--- src/rtl/lpc_io_target_if.sv ---
// LPC pin bundle plus the register-side valid/ready request channel.
interface lpc_io_target_if;
  logic       lpc_frame;
  logic [3:0] lpc_ad_in;
  logic [3:0] lpc_ad_out;
  logic       lpc_ad_oe;
  logic       req_valid;
  logic       req_write;
  logic       req_dev;
  logic [2:0] req_addr;
  logic [7:0] req_wdata;
  logic       req_ready;
  logic [7:0] rsp_rdata;

  // Target side: samples the LPC pads, drives LAD and the register request.
  modport slave (
    input  lpc_frame, lpc_ad_in, req_ready, rsp_rdata,
    output lpc_ad_out, lpc_ad_oe, req_valid, req_write, req_dev, req_addr, req_wdata
  );

  // Host/device side: drives the pads and answers register requests.
  modport master (
    output lpc_frame, lpc_ad_in, req_ready, rsp_rdata,
    input  lpc_ad_out, lpc_ad_oe, req_valid, req_write, req_dev, req_addr, req_wdata
  );
endinterface

--- src/rtl/lpc_io_target.sv ---
// LPC I/O cycle target: decodes UART/POST windows, issues one register
// request per cycle, drives SYNC (long wait / error) and read data on LAD.
module lpc_io_target #(
  parameter logic [15:0] UART_BASE = 16'h03F8,
  parameter logic [15:0] POST_PORT = 16'h0080,
  parameter int          WAIT_MAX  = 64
) (
  input logic             lpc_clk,
  input logic             lpc_rst,
  lpc_io_target_if.slave  bus
);

  typedef enum logic [3:0] {
    IDLE, CTDIR, ADDR, WDATA0, WDATA1, TAR1, TAR2,
    SYNC, RDATA0, RDATA1, PTAR1, PTAR2, SKIP
  } state_t;

  localparam logic [7:0] WAIT_LIM = 8'(WAIT_MAX);

  state_t      state, nxt;
  logic        is_wr;
  logic [1:0]  nib_cnt;
  logic [15:0] addr_sr;
  logic        acked;
  logic [7:0]  wait_cnt;
  logic [7:0]  rdata;
  logic [3:0]  ad_out;
  logic        ad_oe;

  // Address as it stands once the current (last) nibble is shifted in.
  logic [15:0] full_addr;
  logic        uart_hit, post_hit, hit, accept, timeout;

  assign full_addr = {addr_sr[11:0], bus.lpc_ad_in};
  assign uart_hit  = (full_addr[15:3] == UART_BASE[15:3]);
  assign post_hit  = (full_addr == POST_PORT);
  assign hit       = uart_hit | post_hit;
  assign accept    = bus.req_valid & bus.req_ready;
  assign timeout   = (wait_cnt == WAIT_LIM);

  // State register.
  always_ff @(posedge lpc_clk or negedge lpc_rst) begin
    if (!lpc_rst) state <= IDLE;
    else          state <= nxt;
  end

  // Next state; LFRAME# low overrides everything (START or abort).
  always_comb begin
    nxt = state;
    if (!bus.lpc_frame) begin
      nxt = (bus.lpc_ad_in == 4'h0) ? CTDIR : SKIP;
    end else begin
      unique case (state)
        IDLE:   nxt = IDLE;
        CTDIR:  nxt = (bus.lpc_ad_in == 4'h0 || bus.lpc_ad_in == 4'h2) ? ADDR : SKIP;
        ADDR:   if (nib_cnt == 2'd3) nxt = !hit ? SKIP : (is_wr ? WDATA0 : TAR1);
        WDATA0: nxt = WDATA1;
        WDATA1: nxt = TAR1;
        TAR1:   nxt = TAR2;
        TAR2:   nxt = SYNC;
        SYNC:   if (acked)        nxt = is_wr ? PTAR1 : RDATA0;
                else if (timeout) nxt = PTAR1;
        RDATA0: nxt = RDATA1;
        RDATA1: nxt = PTAR1;
        PTAR1:  nxt = PTAR2;
        PTAR2:  nxt = IDLE;
        SKIP:   nxt = SKIP;
        default: nxt = IDLE;
      endcase
    end
  end

  // LAD drive; released combinationally as soon as LFRAME# drops.
  always_comb begin
    ad_oe  = 1'b0;
    ad_out = 4'h0;
    if (bus.lpc_frame) begin
      unique case (state)
        SYNC: begin
          ad_oe  = 1'b1;
          ad_out = acked ? 4'h0 : (timeout ? 4'hA : 4'h6);
        end
        RDATA0: begin ad_oe = 1'b1; ad_out = rdata[3:0]; end
        RDATA1: begin ad_oe = 1'b1; ad_out = rdata[7:4]; end
        PTAR1:  begin ad_oe = 1'b1; ad_out = 4'hF;       end
        default: ;
      endcase
    end
  end

  assign bus.lpc_ad_oe  = ad_oe;
  assign bus.lpc_ad_out = ad_out;

  // Cycle datapath: address/data capture, request handshake, wait counter.
  always_ff @(posedge lpc_clk or negedge lpc_rst) begin
    if (!lpc_rst) begin
      is_wr         <= 1'b0;
      nib_cnt       <= 2'd0;
      addr_sr       <= 16'h0;
      acked         <= 1'b0;
      wait_cnt      <= 8'h0;
      rdata         <= 8'h0;
      bus.req_valid <= 1'b0;
      bus.req_write <= 1'b0;
      bus.req_dev   <= 1'b0;
      bus.req_addr  <= 3'd0;
      bus.req_wdata <= 8'h0;
    end else if (!bus.lpc_frame) begin
      // Abort or new START: any outstanding request is abandoned; an accept
      // landing in this cycle is ignored here.
      bus.req_valid <= 1'b0;
      bus.req_write <= 1'b0;
      bus.req_dev   <= 1'b0;
      bus.req_addr  <= 3'd0;
      bus.req_wdata <= 8'h0;
      acked         <= 1'b0;
    end else begin
      unique case (state)
        CTDIR: begin
          is_wr   <= (bus.lpc_ad_in == 4'h2);
          nib_cnt <= 2'd0;
        end
        ADDR: begin
          addr_sr <= full_addr;
          nib_cnt <= nib_cnt + 2'd1;
          if (nib_cnt == 2'd3 && hit) begin
            bus.req_write <= is_wr;
            bus.req_dev   <= post_hit;
            bus.req_addr  <= post_hit ? 3'd0 : full_addr[2:0];
            bus.req_wdata <= 8'h0;
            if (!is_wr) begin
              bus.req_valid <= 1'b1;
              acked         <= 1'b0;
              wait_cnt      <= 8'h0;
            end
          end
        end
        WDATA0: bus.req_wdata[3:0] <= bus.lpc_ad_in;
        WDATA1: begin
          bus.req_wdata[7:4] <= bus.lpc_ad_in;
          bus.req_valid      <= 1'b1;
          acked              <= 1'b0;
          wait_cnt           <= 8'h0;
        end
        SYNC: begin
          if (!acked) begin
            if (timeout) bus.req_valid <= 1'b0;
            else         wait_cnt      <= wait_cnt + 8'd1;
          end
        end
        default: ;
      endcase
      if (accept) begin
        bus.req_valid <= 1'b0;
        acked         <= 1'b1;
        rdata         <= bus.rsp_rdata;
      end
    end
  end

endmodule

--- src/flat_wrapper.sv ---
// flat-port wrapper written by rule: the top's interface ports become plain ports
module lpc_io_target_flat 
#(
  parameter logic [15:0] UART_BASE = 16'h03F8,
  parameter logic [15:0] POST_PORT = 16'h0080,
  parameter int          WAIT_MAX  = 64
)
  (lpc_clk, lpc_rst, bus_lpc_frame, bus_lpc_ad_in, bus_req_ready, bus_rsp_rdata, bus_lpc_ad_out, bus_lpc_ad_oe, bus_req_valid, bus_req_write, bus_req_dev, bus_req_addr, bus_req_wdata);
  lpc_io_target_if bus_i ();
  input logic lpc_clk;
  input logic lpc_rst;
  input wire logic [$bits(bus_i.lpc_frame)-1:0] bus_lpc_frame;
  input wire logic [$bits(bus_i.lpc_ad_in)-1:0] bus_lpc_ad_in;
  input wire logic [$bits(bus_i.req_ready)-1:0] bus_req_ready;
  input wire logic [$bits(bus_i.rsp_rdata)-1:0] bus_rsp_rdata;
  output wire logic [$bits(bus_i.lpc_ad_out)-1:0] bus_lpc_ad_out;
  output wire logic [$bits(bus_i.lpc_ad_oe)-1:0] bus_lpc_ad_oe;
  output wire logic [$bits(bus_i.req_valid)-1:0] bus_req_valid;
  output wire logic [$bits(bus_i.req_write)-1:0] bus_req_write;
  output wire logic [$bits(bus_i.req_dev)-1:0] bus_req_dev;
  output wire logic [$bits(bus_i.req_addr)-1:0] bus_req_addr;
  output wire logic [$bits(bus_i.req_wdata)-1:0] bus_req_wdata;
  assign bus_i.lpc_frame = bus_lpc_frame;
  assign bus_i.lpc_ad_in = bus_lpc_ad_in;
  assign bus_i.req_ready = bus_req_ready;
  assign bus_i.rsp_rdata = bus_rsp_rdata;
  assign bus_lpc_ad_out = bus_i.lpc_ad_out;
  assign bus_lpc_ad_oe = bus_i.lpc_ad_oe;
  assign bus_req_valid = bus_i.req_valid;
  assign bus_req_write = bus_i.req_write;
  assign bus_req_dev = bus_i.req_dev;
  assign bus_req_addr = bus_i.req_addr;
  assign bus_req_wdata = bus_i.req_wdata;
  lpc_io_target #(.UART_BASE(UART_BASE), .POST_PORT(POST_PORT), .WAIT_MAX(WAIT_MAX)) u_core (.lpc_clk(lpc_clk), .lpc_rst(lpc_rst), .bus(bus_i));
endmodule
--- config.mk ---
export PLATFORM = sky130hd
export DESIGN_NAME = lpc_io_target_flat
export DESIGN_NICKNAME = d
export VERILOG_FILES = /design/src/rtl/lpc_io_target_if.sv /design/src/rtl/lpc_io_target.sv /design/src/flat_wrapper.sv
export SDC_FILE = /design/constraint.sdc
export NUM_CORES = 1
export LEC_CHECK = 0
export ABC_AREA = 1
export BUFFER_PORTS_ARGS = -buffer_cell sky130_fd_sc_hd__buf_2
export CORE_MARGIN = 4
export CORE_UTILIZATION = 45
export DETAILED_ROUTE_END_ITERATION = 12
export PLACE_DENSITY = 0.74
export SYNTH_ARGS = -nofsm -noshare
export SYNTH_HDL_FRONTEND = slang
export SYNTH_SLANG_ARGS = --single-unit
--- constraint.sdc ---
create_clock -name lpc_clk -period 3 [get_ports lpc_clk]
set_clock_uncertainty 0.15 [all_clocks]
set_input_delay 0.6 -clock lpc_clk [delete_from_list [all_inputs] [get_ports lpc_clk]]
set_output_delay 0.6 -clock lpc_clk [all_outputs]
set_load 0.01 [all_outputs]
== Word-level counts from Yosys, hierarchy flattened ==
Cells that the tools add are included.
Word-level totals
  register bits after elaboration: 50
  input bits: 16
  output and inout port bits: 19
  logic and storage cells: 115
Operators by class
  $add $sub $neg: 2
  eq/ne operators: 33
  mux-type cells: 48
  bitwise operators: 2
  reductions and logical operators: 17
Operator list (number)
  8-bit two-way mux: 6
  4-bit case mux with 11 select lines: 1
  4-bit two-way mux: 10
  8-bit case mux with 3 select lines: 1
  1-bit two-way mux: 18
  16-bit by 8-bit == test with 1-bit output, second input constant: 1
  4-bit by 3-bit == test with 1-bit output, second input constant: 4
  4-bit == test, second input constant: 4
  4-bit case mux with 2 select lines: 2
  4-bit case mux with 4 select lines: 1
  2-bit AND reduction: 8
  3-bit two-way mux: 5
  13-bit by 7-bit == test with 1-bit output, second input constant: 1
  4-bit by 2-bit == test with 1-bit output, second input constant: 3
  4-bit by 2-bit != test with 1-bit output, second input constant: 3
  8-bit by 1-bit adder with 8-bit output, second input constant: 1
  8-bit by 7-bit == test with 1-bit output, second input constant: 1
  4-bit != test, second input constant: 2
  2-bit by 1-bit != test with 1-bit output, second input constant: 3
  2-bit != test, second input constant: 3
  3-bit by 1-bit != test with 1-bit output, second input constant: 2
  3-bit by 2-bit != test with 1-bit output, second input constant: 2
  6-bit AND reduction: 1
  5-bit by 1-bit != test with 1-bit output, second input constant: 1
  18 further kinds: 18

== Logic depth before layout (Yosys ltp) ==
  word-level depth: 7
  gate-level depth with buffers: 12
  mapped depth without buffers: 12

== Worst setup path after synthesis ==
Ideal clock, no wire load.
  path type: register to output
  from: reg u_core.state[3]
  to: out bus_lpc_ad_out[1]
  arrival time: 1.207 ns
  data required time: 2.250 ns
  setup slack: 1.043 ns
  cell stages (with the launch flop): 7
  cell sequence: dfrtp_1 -> nor2_4 -> nand2_4 -> buf_6 -> o21ai_0 -> a221oi_1 -> nor2_1
Between the ends
  longest elaborated chain between the ends: 3
Ends and longest elaborated chain
  start, declared: RTL line lpc_io_target.sv:20  | state_t state, nxt;
  start signal, assigned: RTL line lpc_io_target.sv:44  | else state <= nxt;
  4-bit == test / 4-bit by 3-bit == test with 1-bit output (equally long branches): RTL line lpc_io_target.sv:78  | unique case (state)
  4-bit case mux with 4 select lines (*): RTL line lpc_io_target.sv:78
  4-bit two-way mux (*): RTL line lpc_io_target.sv:77  | if (bus.lpc_frame) begin
  end, declared: RTL line flat_wrapper.sv:16  | output wire logic [$bits(bus_i.lpc_ad_out)-1:0] bus_lpc_ad_out;
Every way passes the cells marked *; elsewhere a longest branch is shown, timed or not.

== Final worst setup path ==
  from: reg u_core.state[3]
  to: out bus_lpc_ad_out[2]
Same word-level chain as after synthesis.

==> results.cfg <==
[synthesis]
synth_area_leaders = dfrtp_1 43%, nand2_1 18%, nor2_1 5.4%, nand3_1 5.2%, inv_1 4.1%
async_flop_share = 1.00
ys_seq_area_frac = 0.432
yosys-top-cells-count = 142 x nand2_1, 50 x dfrtp_1, 42 x nor2_1
synth_area_sq_mm = 0.00290
synthCells = 388
avgSynthCellArea_sq_um = 7.47
synth_flop_cell = dfrtp_1
yosysUniqueCellTypes = 32
synth_top_area_cell = dfrtp_1
synth.most_common_cell = nand2_1
synthesis.nets = 407
yosysWarnings = 0
synth_top_area_frac = 0.432
synth_edf_count = 0
ys_seq_elements = 50

[cells_and_area]
drive_gt1_frac = 0.190
fin_nets = 445
area_delta_synth_final_pct = 11.1
diodes = 0
final_util = 0.529
fin_area_sq_mm = 0.00322
layoutNonFillerInstCount = 501

[route]
drtIter0Drc = 113
drc = 0
dr.pass1.iters = 5
antenna_left = 0
wirelength_microns = 6310
avgRoutedWirePerCell_microns = 12.6
viasPerCell = 5.01
num_vias = 2511

[worst_hold_path]
hold_class = input port to asynchronous set/reset pin

[timing]
timing.fmax_mhz = 400
final-setup-viol-count = 0
slew_viol_final = 0
worst_slew_pin_slew_ns = 0.723
relSlewSlack = 0.515
rsz0062_at_grt = no
hold_viol = 0
period_minus_slack_ns = 2.50
fin_crit_sh = 0.834
tns_ns = 0

[power]
clkPwrFrac = 0.216
ir_drop_v = 0.000432
p_sw_frac = 0.345
p_total_mw = 1.74
pwr-share-seq = 0.529
internal_power_mw = 1.14
power_density_mw_per_mm2 = 541
switchingPower_uw = 601
p_comb_frac = 0.254
p_leak_nw = 1.72

[placed_design]
dp.cells = 494
placed_area_sq_mm = 0.00314
port_buffers = 34
gp_congestion = 0.872
hpwl_microns = 4780

[critical_path]
worstPathRequired_ns = 2.25
slowest_delay_ns = 0.48
cp-start-kind = register
reg2reg_slack_ns = 1.18
crit_chain = nor2_4, nand2_4, nor2_1, o21ai_1, a41oi_1, buf_2
r2r_start = u_core.wait_cnt[0]
reg2reg_depth = 10
crit_path_start = u_core.state[3]
cp_slowest_cell = dfrtp_1
r2r_end = u_core.wait_cnt[4]
crit_type = register to output pin
crit_end = bus_lpc_ad_out[2]
cp_max_fo = 15
critical_path_arrival_ns = 1.75
end_kind = output pin

[cts]
worst_skew_pair.late_latency_ns = 0.31
htreeDepth = 2
cts_resized = 0
cts_tree = yes
numCtsBuffers = 5
clkTransAtPathRegs_ns = 0.09
cts-root-buf = clkbuf_8
cts_buffer_depth = 2
postCtsHoldBufs = 0
cts.sinks = 50
cts_setup_buffers = 0

[die]
std_cell_rows = 28
die-area_sq_mm = 0.00779
die_height_microns = 88.3
coreArea_sq_mm = 0.00610
ios = 35
die-width_microns = 88.3
start_util = 0.476

[outcome]
outcome = complete, no violations

[global_routing]
grt_pass1_vias = 2419
grt-ovfl-total = 0
grt_max_degree = 23
grt_pass1_wl_microns = 11000
antenna_found_initial = 0
grtUsageTotal = 0.177

[job]
drv_cap = 0
cells by family after synthesis:
kind of cell,after synthesis,share of synthesized area
buf+inv,44,0.0639
fa+ha+maj,3,0.0129
compound gates,35,0.0695
flops,50,0.432
simple gates,244,0.379
mux,8,0.0311
xor+xnor,4,0.0121
sequential cells by signal (all words and copies together), names as in the netlist, 2 cells and up:
name                  cells
u_core.bus.req_wdata      8
u_core.rdata              8
u_core.nib_cnt            2
u_core.wait_cnt           8
u_core.state              4
u_core.addr_sr           12
u_core.bus.req_addr       3
layout by cell type, fill, tap and decap left out, drive strengths merged, types with 4 or more instances in the layout:
cell type  Yosys  routed
mux2           8       8
nand3         33      33
a21oi          6       6
clkbuf         0       6
buf            5      36
nand2        151     151
xor2           4       4
o21ai         24      24
nor2          52      52
inv           38      38
dfrtp         50      50
nor3           5       5
stage by stage:
| step | setup WS (ns) | hold WS [ns] |
|---|---|---|
| 6_report | 0.499 | 0.00615 |
| 4_1_cts | 0.497 | 0.0160 |
| 5_1_grt | 0.372 | 0.0107 |
| 3_3_place_gp | 0.726 | 0.303 |
| 3_5_place_dp | 0.718 | 0.305 |
| 2_1_floorplan | 1.04 | 0.154 |
final cells by class:
| cell class | instances | area (sq um) |
|---|---|---|
| repair buffers | 36 | 185 |
| flip-flops and latches | 50 | 1250 |
| well taps | 75 | 93.8 |
| multi-input cells | 294 | 1460 |
| inverters | 39 | 149 |
| clock buffers | 6 | 72.6 |
| clock inverters | 1 | 7.51 |
| fillers | 597 | 2870 |
worst max-delay path, delay by kind of cell, from the launching register on:
kind,cells,cell delay [ns]
AND/OR/NAND/NOR,3,0.49
flip-flops,1,0.48
AO/OA/AOI/OAI,2,0.32
buffers and inverters,1,0.16
power by group through the flow:
stage	Clock [mW]	Combinational (mW)	Sequential, mW
CTS	0.388	0.446	0.922
detailed placement	0	0.443	0.936
floorplan	0	0.328	0.912
global placement	0	0.434	0.931
finish	0.377	0.444	0.922
global route	0.418	0.514	0.948
routing by layer:
| layer | up-vias | wire [microns] | global-route usage | share of wire |
|---|---|---|---|---|
| met4 | 0 | 77 | 0.0343 | 0.012 |
| met1 | 1150 | 3120 | 0.254 | 0.49 |
| li1 | 1303 | - | - | - |
| met2 | 49 | 2780 | 0.271 | 0.44 |
| met3 | 9 | 336 | 0.0475 | 0.053 |
| met5 | - | 0 | 0 | 0 |
worst min-delay path by stage:
stage | endpoint | slack, ns | cells after the start
3_5_place_dp | u_core.bus.req_wdata[0] | 0.30 | 2
4_1_cts | u_core.addr_sr[8] | 0.02 | 1
6_report | u_core.addr_sr[8] | 0.006 | 1
5_1_grt | u_core.addr_sr[8] | 0.01 | 1
3_3_place_gp | u_core.bus.req_wdata[2] | 0.30 | 2
2_1_floorplan | u_core.acked | 0.15 | 0
Note: power is estimated with default switching activity, not from simulation.
